**config.mk**
```make
export PLATFORM = sky130hd
export DESIGN_NAME = ex_if_redirect
export DESIGN_NICKNAME = d
export VERILOG_FILES = /design/src/rtl/rv_pkg.sv /design/src/rtl/redirect_ctr.sv /design/src/rtl/ex_if_redirect.sv
export SDC_FILE = /design/constraint.sdc
export NUM_CORES = 1
export LEC_CHECK = 0
export BUFFER_PORTS_ARGS = -buffer_cell sky130_fd_sc_hd__clkbuf_2
export CORE_UTILIZATION = 36
export DETAILED_ROUTE_END_ITERATION = 12
export PLACE_DENSITY = 0.67
export SLEW_MARGIN = 15
export SYNTH_ARGS = -nofsm -noshare
export SYNTH_HDL_FRONTEND = slang
export SYNTH_SLANG_ARGS = --single-unit
```
**constraint.sdc**
```tcl
create_clock -name clk -period 3.1 [get_ports clk]
set_clock_uncertainty 0.15 [all_clocks]
set_input_delay 0.155 -clock clk [delete_from_list [all_inputs] [get_ports clk]]
set_output_delay 0.155 -clock clk [all_outputs]
set_load 0.05 [all_outputs]
```
**src/rtl/rv_pkg.sv**
```systemverilog
// Shared definitions for the EX->IF redirect path: datapath width, redirect
// FSM state encoding and PC alignment helper.
package rv_pkg;

  localparam int unsigned XLEN = 32;

  typedef enum logic [1:0] {
    RD_IDLE  = 2'd0,
    RD_PEND  = 2'd1,
    RD_FLUSH = 2'd2
  } rd_state_t;

  function automatic logic [XLEN-1:0] align_pc(input logic [XLEN-1:0] a);
    return {a[XLEN-1:1], 1'b0};
  endfunction

endpackage

```
**src/rtl/redirect_ctr.sv**
```systemverilog
// 3-bit down-counter with synchronous load and hold; zero flags terminal count.
module redirect_ctr (
  input  logic       clk,
  input  logic       rst,
  input  logic       ld,
  input  logic       en,
  input  logic [2:0] val,
  output logic [2:0] cnt,
  output logic       zero
);

  logic [2:0] r_cnt;

  always_ff @(posedge clk) begin
    if (rst)     r_cnt <= '0;
    else if (ld) r_cnt <= val;
    else if (en) r_cnt <= r_cnt - 3'd1;
  end

  assign cnt  = r_cnt;
  assign zero = (r_cnt == 3'd0);

endmodule

```
**src/rtl/ex_if_redirect.sv**
```systemverilog
// EX->IF control-flow redirect: registers the taken target, strobes it to IF
// and holds flush for FLUSH_CYC unstalled cycles. Optional: REDIRECT_CNT_EN.
module ex_if_redirect
  import rv_pkg::*;
#(
  parameter int unsigned FLUSH_CYC = 2
) (
  input  logic            clk,
  input  logic            rst,
  input  logic            ex_br,
  input  logic [XLEN-1:0] ex_tgt,
  input  logic            stl_mm,
  output logic [XLEN-1:0] if_pc,
  output logic            if_pce,
  output logic            flush_id,
  output logic            flush_ex
`ifdef REDIRECT_CNT_EN
  ,
  output logic [31:0]     redir_cnt
`endif
);

  rd_state_t       r_state;
  logic [XLEN-1:0] r_pc;
  logic            r_pce;
  logic            r_flush;
  logic [2:0]      w_cnt;
  logic            w_zero;
  logic            w_enter;
  logic            w_dec;

  // FLUSH is entered from IDLE (unstalled branch) or from PEND once the stall lifts
  assign w_enter = !stl_mm && (((r_state == RD_IDLE) && ex_br) || (r_state == RD_PEND));
  assign w_dec   = !stl_mm && (r_state == RD_FLUSH) && !w_zero;

  redirect_ctr u_ctr (
    .clk  (clk),
    .rst  (rst),
    .ld   (w_enter),
    .en   (w_dec),
    .val  (3'(FLUSH_CYC - 1)),
    .cnt  (w_cnt),
    .zero (w_zero)
  );

  always_ff @(posedge clk) begin
    if (rst) begin
      r_state <= RD_IDLE;
      r_pc    <= '0;
      r_pce   <= 1'b0;
      r_flush <= 1'b0;
    end else begin
      case (r_state)
        RD_IDLE: begin
          if (ex_br) begin
            r_pc <= align_pc(ex_tgt);
            if (stl_mm) begin
              r_state <= RD_PEND;
            end else begin
              r_state <= RD_FLUSH;
              r_pce   <= 1'b1;
              r_flush <= 1'b1;
            end
          end
        end
        RD_PEND: begin
          if (!stl_mm) begin
            r_state <= RD_FLUSH;
            r_pce   <= 1'b1;
            r_flush <= 1'b1;
          end
        end
        RD_FLUSH: begin
          if (!stl_mm) begin
            r_pce <= 1'b0;
            if (w_zero) begin
              r_state <= RD_IDLE;
              r_flush <= 1'b0;
            end
          end
        end
        default: r_state <= RD_IDLE;
      endcase
    end
  end

  assign if_pc    = r_pc;
  assign if_pce   = r_pce;
  assign flush_id = r_flush;
  assign flush_ex = r_flush;

`ifdef REDIRECT_CNT_EN
  logic [31:0] r_redir_cnt;

  always_ff @(posedge clk) begin
    if (rst)          r_redir_cnt <= '0;
    else if (w_enter) r_redir_cnt <= r_redir_cnt + 32'd1;
  end

  assign redir_cnt = r_redir_cnt;
`endif

endmodule

```
==> impl_metrics.env <==
export IMPL_cts_inserted_buffers=5
export IMPL_htreeDepth=2
export IMPL_path_cells="inv_1, ha_1, ha_1, nor4b_4, nor2_1, a2111oi_1"
export IMPL_rr_startpoint="u_ctr.cnt[0]$_SDFFE_PP0P_"
export IMPL_post_dp_hpwl_mm=2.057
export IMPL_track_usage_pct=16.69
export IMPL_syn_area_per_cell_um2=8.183
export IMPL_leakage_nw=1.004
export IMPL_final_layout_size_suffix_gt1_share_pct=29.89
export IMPL_antenna_found_initial=0
export IMPL_grt_pass1_vias=1314
export IMPL_syn_area_mm2=0.001424
export IMPL_worst_r2r_path_depth=6
export IMPL_critical_path_top_delay_family="adder cells"
export IMPL_core_area_mm2=0.003716
export IMPL_stdcell_count=319
export IMPL_finalHoldViolCount=0
export IMPL_rsz0062_at_grt="false"
export IMPL_synthFlopType="dfxtp_1"
export IMPL_fin_crit_sh_pct=59.85
export IMPL_hold_class="in -> reg"
export IMPL_cts_sinks=38
export IMPL_synth_distinct_cells=23
export IMPL_drv_slew=0
export IMPL_dpl_cell_area_mm2=0.001788
export IMPL_cts_root_buf="clkbuf_8"
export IMPL_required_ns=3.12
export IMPL_cts_tree="built"
export IMPL_die_height_um=64.89
export IMPL_ys_ff_latch=38
export IMPL_port_buffers=68
export IMPL_setup_tns_ns=0
export IMPL_synth_top_area_share_pct=53.43
export IMPL_synthCells=174
export IMPL_cp_max_fo=5
export IMPL_cp_slowest_cell="a2111oi_1"
export IMPL_core_rowCount=22
export IMPL_critical_path_class="reg -> reg"
export IMPL_tightest_slew_ns=0.7677
export IMPL_antenna_cells=0
export IMPL_max_vdd_ir_drop_mv=0.3052
export IMPL_fin_crit_ns=1.855
export IMPL_nets=308
export IMPL_multi_input_area_um2=585.6
export IMPL_met3_usage_pct=6.866
export IMPL_yosys_warnings=0
export IMPL_crit_top_cell="ha_1"
export IMPL_path_clk_slew_ns=0.07
export IMPL_dr_pass1_iters=4
export IMPL_gp_congestion=0.7303
export IMPL_reg2reg_slack_ns=1.24
export IMPL_regArea_um2=760.7
export IMPL_yosys_area_top_type="dfxtp_1"
export IMPL_grt_max_degree=39
export IMPL_wl_mm=3.367
export IMPL_ys_seq_area_share_pct=53.43
export IMPL_drcViolationCount=0
export IMPL_cp_start_kind="flip-flop"
export IMPL_hp_start="stl_mm"
export IMPL_grt_overflow_total=0
export IMPL_via_count=1440
export IMPL_p_per_area_mw_per_mm2=551.4
export IMPL_grt_pass1_wl_mm=5.368
export IMPL_initial_utilization_pct=38.32
export IMPL_arrival_ns=1.88
export IMPL_cts_resized=0
export IMPL_critPathCaptureType="flip-flop"
export IMPL_slowest_delay_ns=0.36
export IMPL_fillCellCount=326
export IMPL_whs_endpoint="r_state[0]$_SDFFE_PP0P_"
export IMPL_chipWidth_um=64.89
export IMPL_netlist_top_cells_area="dfxtp_1 (53%), nand2_1 (16%), a21oi_1 (12%), buf_2 (2.1%), ha_1 (1.8%)"
export IMPL_first_iter_violations=59
export IMPL_crit_buf_inv=1
export IMPL_dp_cells=280
export IMPL_clock_path_buffers=2
export IMPL_top_usage_layer="met2"
export IMPL_wl_per_cell_um=10.55
export IMPL_via_per_inst=4.514
export IMPL_dpl_worst_slack_ns=1.242
export IMPL_synth_edf_count=0
export IMPL_yosysMostFrequentCell="nand2_1"
export IMPL_synth_common_cells="nand2_1 (62), dfxtp_1 (38), a21oi_1 (33)"
export IMPL_stdcell_area_mm2=0.002207
export IMPL_use_met2_pct=28.91
export IMPL_die_area_mm2=0.004211
export IMPL_area_growth_pct=55.01
export IMPL_setup_violations=0
export IMPL_async_reset_ff_share_pct=0
export IMPL_syn_num_nets=212
export IMPL_slew_headroom_pct=48.82
export IMPL_hold_depth=2
export IMPL_reg2reg_to="u_ctr.cnt[2]$_SDFFE_PP0P_"
export IMPL_drv_cap=0
export IMPL_ant_nets=0
export IMPL_use_met1_pct=18.42
export IMPL_ios=71
export IMPL_clk_latency_ns=0.29
export IMPL_setup_ws_ns=1.245
export IMPL_outcome="complete, no violations"
export IMPL_clock_fmax_mhz=539.0
==> state kept, by name (all words and copies together) (netlist names) <==
signal     flops
if_pce         1
flush_ex       1
r_state        2
if_pc         31
u_ctr.cnt      3
==> worst max path at each step <==
stage	start	to	slack, ns	cells after the start
after detailed placement	u_ctr.cnt[0]$_SDFFE_PP0P_	u_ctr.cnt[2]$_SDFFE_PP0P_	1.24	6
after floorplan	u_ctr.cnt[0]$_SDFFE_PP0P_	u_ctr.cnt[1]$_SDFFE_PP0P_	1.40	6
after CTS	u_ctr.cnt[0]$_SDFFE_PP0P_	u_ctr.cnt[2]$_SDFFE_PP0P_	1.24	6
after global placement	u_ctr.cnt[0]$_SDFFE_PP0P_	u_ctr.cnt[2]$_SDFFE_PP0P_	1.28	6
final	u_ctr.cnt[0]$_SDFFE_PP0P_	u_ctr.cnt[2]$_SDFFE_PP0P_	1.24	6
after global routing	r_state[0]$_SDFFE_PP0P_	if_pc[28]$_SDFFE_PP0P_	1.12	4
==> through the flow <==
step | utilization, % | power [mW] | hold slack (ns)
after floorplan | - | 0.7276 | 0.08707
after global placement | 48.11 | 0.7904 | 0.2286
after detailed placement | 48.11 | 0.7932 | 0.2364
after CTS | 59.39 | 1.227 | 0.06285
after global routing | 59.39 | 1.278 | 0.06952
final | 59.39 | 1.217 | 0.06863
==> repair_timing <==
item / in CTS / in global routing
hold buffers: 31 / 0
setup buffers: 0 / 0
hold endpoints to repair: 31 / 0
==> cells by family after synthesis <==
group / synth area share [%]
and+or+nand+nor: 21.44
buffers and inverters: 5.799
AOI/OAI and AO/OA: 16.70
other: 0.2634
DFF: 53.43
adders and majority gates: 1.757
xor gates and xnor gates: 0.6152
==> cells in the final DEF, fill, tap and decap left out, drive strengths merged, types with 2 or more instances in the layout <==
| cell type | count |
|---|---|
| a2111oi | 2 |
| a211oi | 2 |
| a21oi | 33 |
| buf | 3 |
| clkbuf | 73 |
| clkinv | 2 |
| dfxtp | 38 |
| dlygate4sd3 | 31 |
| ha | 2 |
| inv | 5 |
| nand2 | 62 |
| nor2 | 5 |
| nor3b | 2 |
==> power by group <==
part | total, mW | switching [mW] | internal, mW | leakage [nW]
registers | 0.539 | 0.0189 | 0.520 | 0.312
clock network | 0.406 | 0.169 | 0.237 | 0.0579
logic | 0.273 | 0.182 | 0.0910 | 0.634
total | 1.22 | 0.370 | 0.847 | 1.00
==> final cells by class <==
type,count,area share (%)
Timing Repair Buffer,102,30.50
Tap cell,48,2.721
Multi-Input combinational cell,118,26.53
Inverter,5,0.8503
Clock inverter,3,1.814
Sequential cell,38,34.47
Clock buffer,5,3.118
==> routing by layer <==
metal	part of all wire, %	vias up
met5	0	-
li1	-	753
met3	5.3	5
met2	48	45
met4	1.4	0
met1	46	637
Note: power is estimated with default switching activity, not from simulation.
